$ cat src/rtl/regfile_sb.sv
// Integer register file with NRD combinational read ports, one write port, write-to-read
// bypass, a per-register busy scoreboard and a one-register-per-cycle clear sweep.
module regfile_sb #(
  parameter int XLEN     = 32,
  parameter int NREG     = 32,
  parameter int NRD      = 2,
  parameter bit ZERO_REG = 1'b1,
  parameter bit BYPASS   = 1'b1,
  localparam int AW      = (NREG > 1) ? $clog2(NREG) : 1
) (
  input  logic                clk,
  input  logic                rst_n,
  input  logic                we,
  input  logic [AW-1:0]       waddr,
  input  logic [XLEN-1:0]     wdata,
  input  logic [NRD-1:0]      rd_en,
  input  logic [NRD*AW-1:0]   rd_addr,
  output logic [NRD*XLEN-1:0] rd_data,
  output logic [NRD-1:0]      rd_busy,
  input  logic                rsv_en,
  input  logic [AW-1:0]       rsv_addr,
  input  logic                clr_req,
  output logic                clr_busy
);

  typedef enum logic {IDLE, CLEAR} state_e;

  state_e            state_q, state_d;
  logic [AW-1:0]     cnt_q, cnt_d;
  logic [XLEN-1:0]   regs_q [NREG];
  logic [XLEN-1:0]   regs_d [NREG];
  logic [NREG-1:0]   busy_q, busy_d;
  logic              idle;
  logic              wr_ok;
  logic              rsv_ok;

  assign idle     = (state_q == IDLE);
  assign clr_busy = rst_n && (state_q == CLEAR);

  // Register 0 is excluded from writes and reservations when hardwired to zero.
  assign wr_ok  = we && idle && (int'(waddr) < NREG) && !(ZERO_REG && (waddr == '0));
  assign rsv_ok = rsv_en && idle && (int'(rsv_addr) < NREG) && !(ZERO_REG && (rsv_addr == '0));

  always_comb begin : read_ports
    logic [AW-1:0] ra;
    // NOTE: every output is given a default before any branch so no latch is inferred.
    rd_data = '0;
    rd_busy = '0;
    for (int i = 0; i < NRD; i++) begin
      ra = rd_addr[i*AW +: AW];
      if (rst_n && idle && rd_en[i] && (int'(ra) < NREG) && !(ZERO_REG && (ra == '0))) begin
        if (BYPASS && wr_ok && (waddr == ra)) begin
          rd_data[i*XLEN +: XLEN] = wdata;
          rd_busy[i]              = 1'b0;
        end else begin
          rd_data[i*XLEN +: XLEN] = regs_q[ra];
          rd_busy[i]              = busy_q[ra];
        end
      end
    end
  end

  always_comb begin : next_state
    regs_d  = regs_q;
    busy_d  = busy_q;
    state_d = state_q;
    cnt_d   = cnt_q;
    unique case (state_q)
      IDLE: begin
        if (wr_ok) begin
          regs_d[waddr] = wdata;
          busy_d[waddr] = 1'b0;
        end
        // A same-cycle reservation is a newer producer, so it overrides the write's clear.
        if (rsv_ok) busy_d[rsv_addr] = 1'b1;
        if (clr_req) begin
          state_d = CLEAR;
          cnt_d   = '0;
        end
      end
      CLEAR: begin
        regs_d[cnt_q] = '0;
        busy_d[cnt_q] = 1'b0;
        if (cnt_q == AW'(NREG - 1)) begin
          state_d = IDLE;
          cnt_d   = '0;
        end else begin
          cnt_d = cnt_q + AW'(1);
        end
      end
      default: state_d = IDLE;
    endcase
  end

  // NOTE: the storage array is reset too, because the core relies on every register reading 0 after reset.
  always_ff @(posedge clk or negedge rst_n) begin
    if (!rst_n) begin
      for (int k = 0; k < NREG; k++) regs_q[k] <= '0;
      busy_q  <= '0;
      state_q <= IDLE;
      cnt_q   <= '0;
    end else begin
      // NOTE: non-blocking assignments so every flop samples the pre-edge values.
      regs_q  <= regs_d;
      busy_q  <= busy_d;
      state_q <= state_d;
      cnt_q   <= cnt_d;
    end
  end

endmodule

$ cat config.mk
export PLATFORM = sky130hd
export DESIGN_NAME = regfile_sb
export DESIGN_NICKNAME = d
export VERILOG_FILES = /design/src/rtl/regfile_sb.sv
export SDC_FILE = /design/constraint.sdc
export NUM_CORES = 2
export LEC_CHECK = 0
export BUFFER_PORTS_ARGS = -buffer_cell sky130_fd_sc_hd__clkbuf_2
export CAP_MARGIN = 40
export CORE_AREA = 2 2 326 328
export DETAILED_ROUTE_END_ITERATION = 12
export DIE_AREA = 0 0 328 330
export MAX_ROUTING_LAYER = met4
export PLACE_DENSITY = 0.75
export SLEW_MARGIN = 30
export SYNTH_ARGS = -nofsm -noshare
export SYNTH_HDL_FRONTEND = slang
export SYNTH_SLANG_ARGS = --single-unit
$ cat constraint.sdc
create_clock -name clk -period 3.11 [get_ports clk]
set_input_delay 0.311 -clock clk [delete_from_list [all_inputs] [get_ports clk]]
set_output_delay 0.311 -clock clk [all_outputs]
set_load 0.01 [all_outputs]
==> metrics.md <==
| Metric | Value |
|---|---|
| Status | complete, but fails checks |
| Failing checks | negative setup slack |
| Die W | approximately 330 um |
| WL met3 | 34330 um |
| Die Y | 330 um |
| Total number of vias | ~48k |
| Max-slew violation count | 0 |
| Dpl cell area | slightly above 0.06 mm2 |
| Largest net degree at the start of global routing | 188 |
| GPL Wtd Cong | 0.9546 |
| Ys flop type | dfrtp_1 |
| Synthesis Warnings | 0 |
| Synth top area share | 0.4645 |
| Crit. End Element | output pin |
| Mapped Area | 0.05721 mm2 |
| Max FO, Critical Path | 6 |
| First-pass GRT wire length | roughly 330000 um |
| Register area | 0.02658 mm2 |
| Tcrit/Tclk final | 1.122 |
| Skew final | 0.01443 ns |
| Top achievable clock speed | roughly 0.29 GHz |
| Initial Util | 0.5466 |
| Clock Latency Late Sink | 0.72 ns |
| Core Area | about 0.10 mm2 |
| Iteration count of the initial detailed-routing pass | 9 |
| WS Path Type | reg2out |
| Worst-path clk slew | approximately 0.060 ns |
| Worst-Margin Slew | ~0.96 ns |
| Post-synth EDFFs | 0 |
| Max-Slew Margin vs Limit | 0.3609 |
| H-tree depth | 3 |
| Syn Nets | around 4.6k |
| Final Instance Area | about 0.066 mm2 |
| Asr flop ratio synth | 1.000 |
| Worst Setup Slack, final | -0.3787 ns |
| Bufs on Longest Clock Path | 3 |
| Data required, critical path | ~2.8 ns |
| Fin crit period | approximately 3.5 ns |
| TritonCTS buffer count | 110 |
| Post-synth top area cell | dfrtp_1 |
| Pwr dens | 643.5 mW/mm2 |
| Routed wire length | 230900 um |
| Synth area leaders | dfrtp_1 (46%), a22o_1 (16%), mux4_2 (11%), mux2i_1 (7.9%), clkbuf_1 (2.6%) |
| Dpl hpwl | about 130000 um |
| Total chip power | ~42000 uW |
| CTS tree | done |
| Gr usage total | 0.4300 |
| Vias in the first global route | 47.89k |
| Layout cell share with drive strength beyond 1 | 0.2366 |
| Worst Setup Start Kind | register |
| Register bit total from synthesis | roughly 1.1k |
| Nets | around 4.5k |
| Grt ovf | 0 |
| DR top layer | met4 |
| Clk sinks | 1062 |
| DRT met1 WL | around 78000 um |
| Crit path arrival time | between 3 and 4 ns |
| Vias per inst | ~8 |
| I/O pin count | roughly 130 |
| Post-route ant nets | 0 |
| Count of final setup violators | 38 |
| Cell count of the worst reg-to-reg path | 8 |
| Avg WL per Cell | between 30 and 40 um |
| WL met2 | between 90000 and 100000 um |
| Cells after Synth | roughly 4.6k |
| Worst hold path class | in2reg |
| MaxCap Viol Count | 0 |
| RSZ-0062 raised after global routing | yes |
| VDD IR max | about 560 uV |
| Sequential-to-total area share from yosys stat | 0.4645 |
| PortBufs | approximately 130 |
| Hold path cells | 2 |
| # DRC | 0 |
| Post-synth cell types | 58 |
| Root Driver | clkbuf_16 |
| Die ar. | ~0.11 mm2 |
| Initial antenna violation count | 14 |
| Final hold violations | 0 |
| Leakage | 0.02944 uW |
| Standard-cell row count | 119 |
| Area of the multi-input gates | around 0.029 mm2 |
| # fillers | roughly 7.6k |
| Syn_area_per_cell | 12.53 um2 |
| Area Growth Syn to Fin | 14.76% |
| DR iter-0 viols | 8200 |
final cells by class:
cell class / count / area share
tap: 1391 / 0.02651
sequential: 1062 / 0.4047
clock inverter: 52 / 0.009680
antenna: 14 / 0.0005336
timing repair buffer: 407 / 0.06749
inverter: 71 / 0.004097
multi-input combinational: 2831 / 0.4378
clock buffer: 150 / 0.04914
logic make-up after synthesis:
kind of cell,Yosys count,share of synthesized area
flip-flops,1062,0.4645
buffers and inverters,674,0.04986
XOR/XNOR,12,0.001837
multiplexers,790,0.2000
AND/OR/NAND/NOR,384,0.03541
AO/OA/AOI/OAI,1640,0.2473
adder cells (fa/ha/maj),5,0.001093
critical path, stage by stage (launching register included):
cell,delay (ns)
dfrtp_1,0.40
and3b_2,0.29
o41ai_1,0.08
a31o_2,0.25
or2_4,0.29
buf_12,0.16
clkbuf_16,0.20
buf_12,0.14
o211ai_1,0.41
buf_2,0.23
through the flow:
stage | setup slack [ns] | std cells | util | hold slack [ns] | TNS (ns)
floorplan | 0.7143 | 4567 | - | 0.01541 | 0
global placement | 0.2376 | 5711 | 0.5767 | 0.4842 | 0
detailed placement | 0.2105 | 5726 | 0.5798 | 0.4964 | 0
CTS | -0.1165 | 5940 | 0.6191 | 0.07859 | -2.499
global route | -0.3761 | 5975 | 0.6272 | 0.09180 | -5.611
finish | -0.3787 | 5978 | 0.6273 | 0.07627 | -4.270
final timing paths:
check	from	end	slack, ns
worst max-delay path	state_q	rd_data[4]	-0.38
worst min-delay path	wdata[31]	regs_q[319]	0.08
max in group asynchronous	rst_n	regs_q[865]	1.13
min in group asynchronous	rst_n	regs_q[68]	0.17
worst min register to register	regs_q[1020]	regs_q[1020]	0.51
worst max register to register	state_q	regs_q[613]	0.19
power breakdown:
group	total [uW]	internal [uW]	switching (uW)
combinational	10200	4510	5680
clock	14300	8320	5930
sequential	17800	15900	1890
repair_timing:
| action | in CTS | in global routing |
|---|---|---|
| gates cloned | 1 | 6 |
| pin swaps | 22 | 18 |
| hold buffers | 6 | 0 |
| buffers inserted | 5 | 15 |
| setup endpoints to repair | 59 | 65 |
| resized for setup | 15 | 118 |
| hold endpoints to repair | 279 | 0 |
sequential cells by signal (all words and copies together), names as in the netlist:
name,count
state_q,1
cnt_q,5
busy_q,32
regs_q,1024
cell usage after synthesis (all sizes together), types with 3 or more instances:
master / n
dfrtp: 1062
a22o: 1019
mux2i: 450
clkbuf: 396
mux4: 276
buf: 207
a221oi: 159
o221ai: 96
nand2: 76
and2: 70
inv: 70
nand3: 69
a22oi: 65
mux2: 64
a21oi: 59
nor3: 47
nor2: 41
and3: 39
o31ai: 34
a221o: 33
a31o: 33
a211oi: 32
a21o: 32
a311o: 31
o211ai: 31
nand2b: 13
xor2: 8
a31oi: 6
ha: 5
nor2b: 5
nor4: 5
or2: 4
xnor2: 4
a32o: 3
and4: 3
or3b: 3
or4: 3
cell usage in the layout (no fill, tap or decap), types with 13 or more instances in the layout:
master,instances
buf_16,14
bufinv_16,13
clkbuf_2,63
a21oi_1,33
dfrtp_1,1062
buf_4,163
a21oi_4,25
and3_1,39
buf_12,80
clkbuf_8,26
nor2_4,26
clkbuf_16,119
a31o_2,33
nor3_1,44
buf_2,31
a22oi_1,65
diode_2,14
clkinv_2,22
mux4_2,276
a211oi_1,32
a22o_1,1019
a221o_1,33
o31ai_1,34
a221oi_1,159
nand2_1,75
nand3_1,69
nor2_1,15
mux2_2,64
mux2i_1,450
buf_6,32
a311o_1,31
inv_1,69
o211ai_1,31
a21o_1,32
and2_1,70
o221ai_4,26
o221ai_1,64
per-layer routing:
| metal | global-route usage | up-vias |
|---|---|---|
| met5 | - | - |
| met4 | 0.3219 | 0 |
| met3 | 0.1584 | 1387 |
| met2 | 0.5869 | 4446 |
| met1 | 0.5191 | 24443 |
| li1 | - | 18201 |
Note: power is estimated with default switching activity, not from simulation.
